<file path="src/rtl/lzc_denormalizer_if.sv">
// Handshake bundle for lzc_denormalizer: normalized operand in, reconstructed operand out.
// The master side feeds beats and drives out_ready; the slave side is the denormalizer.
interface lzc_denormalizer_if #(
    parameter int unsigned WIDTH = 16,
    parameter int unsigned COUNT = $clog2(WIDTH)
) ();
    logic             in_valid;
    logic             in_ready;
    logic [WIDTH-1:0] in_mant;
    logic [COUNT:0]   in_nz;
    logic             in_zero;
    logic             out_valid;
    logic             out_ready;
    logic [WIDTH-1:0] out_data;
    logic             out_err;

    modport master (
        output in_valid, in_mant, in_nz, in_zero, out_ready,
        input  in_ready, out_valid, out_data, out_err
    );

    modport slave (
        input  in_valid, in_mant, in_nz, in_zero, out_ready,
        output in_ready, out_valid, out_data, out_err
    );
endinterface

</file>
<file path="src/rtl/lzc_denormalizer.sv">
// Rebuilds an unnormalized operand from a left-normalized mantissa and its leading-zero
// count, applying one power-of-two right-shift stage per cycle.
module lzc_denormalizer #(
    parameter int unsigned WIDTH = 16,
    parameter int unsigned COUNT = $clog2(WIDTH)
) (
    input logic                clk,
    input logic                rst_n,
    lzc_denormalizer_if.slave  bus
);
    localparam int unsigned NzW    = COUNT + 1;
    localparam int unsigned StageW = (COUNT > 1) ? $clog2(COUNT) : 1;

    if (WIDTH < 2 || (WIDTH & (WIDTH - 1)) != 0 || COUNT != $clog2(WIDTH)) begin : g_bad_width
        $error("lzc_denormalizer: WIDTH must be a power of two >= 2 and COUNT = clog2(WIDTH)");
    end

    typedef enum logic [1:0] {StIdle, StShift, StDone} state_e;

    state_e              state_q, state_d;
    logic [WIDTH-1:0]    data_q, data_d;
    logic [COUNT-1:0]    cnt_q, cnt_d;
    logic [StageW-1:0]   stage_q, stage_d;
    logic                err_q, err_d;

    logic                nz_full;
    logic                nz_over;
    logic [WIDTH-1:0]    shamt;

    // A count of exactly WIDTH is a legal all-zero encoding; only above it is malformed.
    assign nz_full = bus.in_nz >= NzW'(WIDTH);
    assign nz_over = bus.in_nz >  NzW'(WIDTH);
    assign shamt   = WIDTH'(1) << stage_q;

    always_comb begin
        state_d = state_q;
        data_d  = data_q;
        cnt_d   = cnt_q;
        stage_d = stage_q;
        err_d   = err_q;
        unique case (state_q)
            StIdle: begin
                if (bus.in_valid) begin
                    data_d  = bus.in_mant;
                    cnt_d   = bus.in_nz[COUNT-1:0];
                    stage_d = '0;
                    err_d   = nz_over | (!bus.in_zero && !nz_full && !bus.in_mant[WIDTH-1]);
                    if (bus.in_zero || nz_full) begin
                        data_d  = '0;
                        state_d = StDone;
                    end else begin
                        state_d = StShift;
                    end
                end
            end
            StShift: begin
                if (cnt_q[stage_q]) begin
                    data_d = data_q >> shamt;
                end
                stage_d = stage_q + StageW'(1);
                if (stage_q == StageW'(COUNT - 1)) begin
                    state_d = StDone;
                end
            end
            StDone: begin
                if (bus.out_ready) begin
                    state_d = StIdle;
                end
            end
            default: state_d = StIdle;
        endcase
    end

    always_ff @(posedge clk or negedge rst_n) begin
        if (!rst_n) begin
            state_q <= StIdle;
            data_q  <= '0;
            cnt_q   <= '0;
            stage_q <= '0;
            err_q   <= 1'b0;
        end else begin
            state_q <= state_d;
            data_q  <= data_d;
            cnt_q   <= cnt_d;
            stage_q <= stage_d;
            err_q   <= err_d;
        end
    end

    assign bus.in_ready  = (state_q == StIdle);
    assign bus.out_valid = (state_q == StDone);
    assign bus.out_data  = data_q;
    assign bus.out_err   = err_q;
endmodule

</file>
<file path="src/flat_wrapper.sv">
// flat-port wrapper written by rule: the top's interface ports become plain ports
module lzc_denormalizer_flat 
#(
    parameter int unsigned WIDTH = 16,
    parameter int unsigned COUNT = $clog2(WIDTH)
)
  (clk, rst_n, bus_in_valid, bus_in_mant, bus_in_nz, bus_in_zero, bus_out_ready, bus_in_ready, bus_out_valid, bus_out_data, bus_out_err);
  lzc_denormalizer_if #(.WIDTH(WIDTH), .COUNT(COUNT)) bus_i ();
  input logic clk;
  input logic rst_n;
  input wire logic [$bits(bus_i.in_valid)-1:0] bus_in_valid;
  input wire logic [$bits(bus_i.in_mant)-1:0] bus_in_mant;
  input wire logic [$bits(bus_i.in_nz)-1:0] bus_in_nz;
  input wire logic [$bits(bus_i.in_zero)-1:0] bus_in_zero;
  input wire logic [$bits(bus_i.out_ready)-1:0] bus_out_ready;
  output wire logic [$bits(bus_i.in_ready)-1:0] bus_in_ready;
  output wire logic [$bits(bus_i.out_valid)-1:0] bus_out_valid;
  output wire logic [$bits(bus_i.out_data)-1:0] bus_out_data;
  output wire logic [$bits(bus_i.out_err)-1:0] bus_out_err;
  assign bus_i.in_valid = bus_in_valid;
  assign bus_i.in_mant = bus_in_mant;
  assign bus_i.in_nz = bus_in_nz;
  assign bus_i.in_zero = bus_in_zero;
  assign bus_i.out_ready = bus_out_ready;
  assign bus_in_ready = bus_i.in_ready;
  assign bus_out_valid = bus_i.out_valid;
  assign bus_out_data = bus_i.out_data;
  assign bus_out_err = bus_i.out_err;
  lzc_denormalizer #(.WIDTH(WIDTH), .COUNT(COUNT)) u_core (.clk(clk), .rst_n(rst_n), .bus(bus_i));
endmodule
</file>
<file path="config.mk">
export PLATFORM = sky130hd
export DESIGN_NAME = lzc_denormalizer_flat
export DESIGN_NICKNAME = d
export VERILOG_FILES = /design/src/rtl/lzc_denormalizer_if.sv /design/src/rtl/lzc_denormalizer.sv /design/src/flat_wrapper.sv
export SDC_FILE = /design/constraint.sdc
export NUM_CORES = 1
export LEC_CHECK = 0
export CAP_MARGIN = 10
export CORE_UTILIZATION = 47
export CTS_BUF_LIST = sky130_fd_sc_hd__clkbuf_2 sky130_fd_sc_hd__clkbuf_4 sky130_fd_sc_hd__clkbuf_8
export CTS_CLUSTER_DIAMETER = 80
export DETAILED_ROUTE_END_ITERATION = 12
export PLACE_DENSITY = 0.79
export SLEW_MARGIN = 20
export SYNTH_ARGS = -nofsm -noshare
export SYNTH_HDL_FRONTEND = slang
export SYNTH_SLANG_ARGS = --single-unit
</file>
<file path="constraint.sdc">
create_clock -name clk -period 2.3 [get_ports clk]
set_input_delay 0.46 -clock clk [delete_from_list [all_inputs] [get_ports clk]]
set_output_delay 0.46 -clock clk [all_outputs]
set_load 0.01 [all_outputs]
</file>
==> results.cfg <==
[synthesis]
ys_seq_area_frac = 0.325
yosys_warnings = 0
post-synth-top-count-cell = dfrtp_1
yosysTopAreaCellShare = 0.325
syn_avg_cell_area_um2 = 9.81
yosys.cell_types.count = 44
ys_ff_latch = 25
synth_top_cell_by_area = dfrtp_1
ys_top_cells_by_count = dfrtp_1, nor2_1, nand2_1
synthesis.nets = 227
synthesis.area_um2 = 1920
async_reset_ff_frac = 1.00
ys.flop_type = dfrtp_1
synth_edf_count = 0
netlist_instances = 196
ys_top_cells_by_area = dfrtp_1, mux4_2, mux2i_1

[timing]
period_share = 0.963
min_period_ns = 2.21
slew_headroom = 0.635
finalHoldViolCount = 0
drv_slew = 0
fin_skew_ns = 0.00664
finalSetupViolCount = 0
fmax_ghz = 0.452
worst_pin_slew_ns = 0.546
setup_ws_ns = 0.0853
fin_setup_tns_ns = 0
rsz0062_at_grt = false

[setup_path]
cp.arrival_ns = 2.39
end_kind = flop
startpoint_type = flop
required_ns = 2.48
worst-path-max-fanout = 11
worstSetupPathType = reg -> reg

[clocking]
cts_sinks = 25
htreeDepth = 1
ctsRootBufferMaster = clkbuf_8
path_clk_slew_ns = 0.10
cts_buffers = 3
clockBufferDepth = 2
cts_tree = built
clk_latency_ns = 0.28

[global_route]
grt_first_pass_wirelength_mm = 8.68
antenna_found_initial = 0
grt_pass1_vias = 1717
gr-total-overflow = 0
grt_usage = 0.270
grt_max_degree = 26

[place]
place_inst = 295
pre_cts_slack_ns = 0.0436
dpl.hpwl_mm = 4.08
gp_routability_congestion = 0.934
numPortBuffers = 44

[routing]
first_pass_iters = 4
postRouteAntennaNets = 0
routed-via-count = 1815
wire_per_inst_um = 17.7
drc = 0
drtIter0Drc = 236
wl_mm = 5.34
viasPerCell = 6.03

[floorplanning]
io_pins = 45
dieHeight_um = 66.0
dieArea_um2 = 4350
die_w_um = 66.0
fp.coreArea_um2 = 3800
initial_core_util = 0.506
num_rows = 22

[layout]
n_antenna_cell = 0
fin_util = 0.688
area_growth_pct = 35.8
stdcell_count = 301
drive_gt1_frac = 0.221
final_net_count = 285

[outcome]
status = finished clean

[pwr]
leakage_uw = 0.00111
peakVddDrop_v = 0.000622
power.density_nw_per_um2 = 1340

[min_path]
min_path_type = reg -> reg

[job]
maxCapViolations = 0
-- logic make-up after synthesis --
group | count (synthesis) | share of synthesized area
compound gates | 51 | 0.189
fa+ha+maj | 5 | 0.0325
buf+inv | 20 | 0.0494
flops | 25 | 0.325
mux | 36 | 0.255
simple gates | 59 | 0.148
-- area by class of cell --
type                    count  area (um^2)
multi-input cells         151         1220
fillers                   302         1190
repair buffers             68          637
flip-flops and latches     25          626
well taps                  48         60.1
clock buffers               3         41.3
inverters                   5         18.8
clock inverters             1         8.76
-- timing repair --
action / 4_1_cts / 5_1_grt
setup endpoints to repair: 1 / 4
hold buffers: 0 / 0
pin swaps: 0 / 0
gates resized for setup: 1 / 4
setup buffers: 0 / 2
-- layer usage --
metal,routed length (um),global-route usage,up-vias
met5,0,0,-
met4,108,0.109,0
met3,396,0.0310,9
met2,2540,0.436,94
met1,2290,0.368,865
li1,-,-,847
-- cell usage in the layout, fill, tap and decap left out, drive strengths merged, types with 2 or more instances in the layout --
cell            n
inv             6
a21oi          11
o211ai          2
nand2          18
a32o            2
nand3b          2
a222oi          2
o211a           2
and2            2
dfrtp          25
o21ai           8
mux4            9
o41ai           2
clkdlybuf4s50  44
a22oi           4
o221ai          2
nand2b          4
a31oi           5
mux2           11
ha              5
nor2b           5
or2             3
a221oi          2
nor2           20
buf            24
clkbuf          3
mux2i          16
-- worst paths after layout --
check	start	endpoint	slack [ns]	cells after the start
worst max register to register	u_core.stage_q[0]	u_core.bus.out_data[6]	0.09	8
min in group asynchronous	rst_n	u_core.state_q[1]	0.53	2
worst max-delay path	u_core.stage_q[0]	u_core.bus.out_data[6]	0.09	8
worst min-delay path	u_core.bus.out_err	u_core.bus.out_err	0.51	1
max in group asynchronous	rst_n	u_core.bus.out_data[15]	1.51	2
worst min register to register	u_core.bus.out_err	u_core.bus.out_err	0.51	1
-- state kept, by name, indices dropped and copies added, names as in the netlist --
signal               flops
u_core.bus.out_data     16
u_core.bus.out_err       1
u_core.cnt_q             4
u_core.stage_q           2
u_core.state_q           2
-- power by group --
| part | internal (uW) | switching, uW |
|---|---|---|
| logic | 1250 | 1020 |
| registers | 645 | 299 |
| clock network | 127 | 157 |
-- through the flow --
stage	total power [uW]	instance area (um^2)	hold WS, ns
after floorplan	2250	1920	0.164
after global placement	3090	2520	0.485
after detailed placement	3140	2520	0.486
after CTS	3450	2580	0.514
after global routing	3750	2610	0.526
final	3500	2610	0.512
-- worst max-delay path, stage by stage (launching register included) --
cell and delay (ns):
dfrtp_1 0.39, inv_1 0.11, ha_1 0.49, buf_4 0.22
mux4_2 0.28, and2_1 0.17, a31oi_1 0.22, o211ai_1 0.11
o211a_1 0.12
No activity file was read; power rests on OpenSTA's default activity.
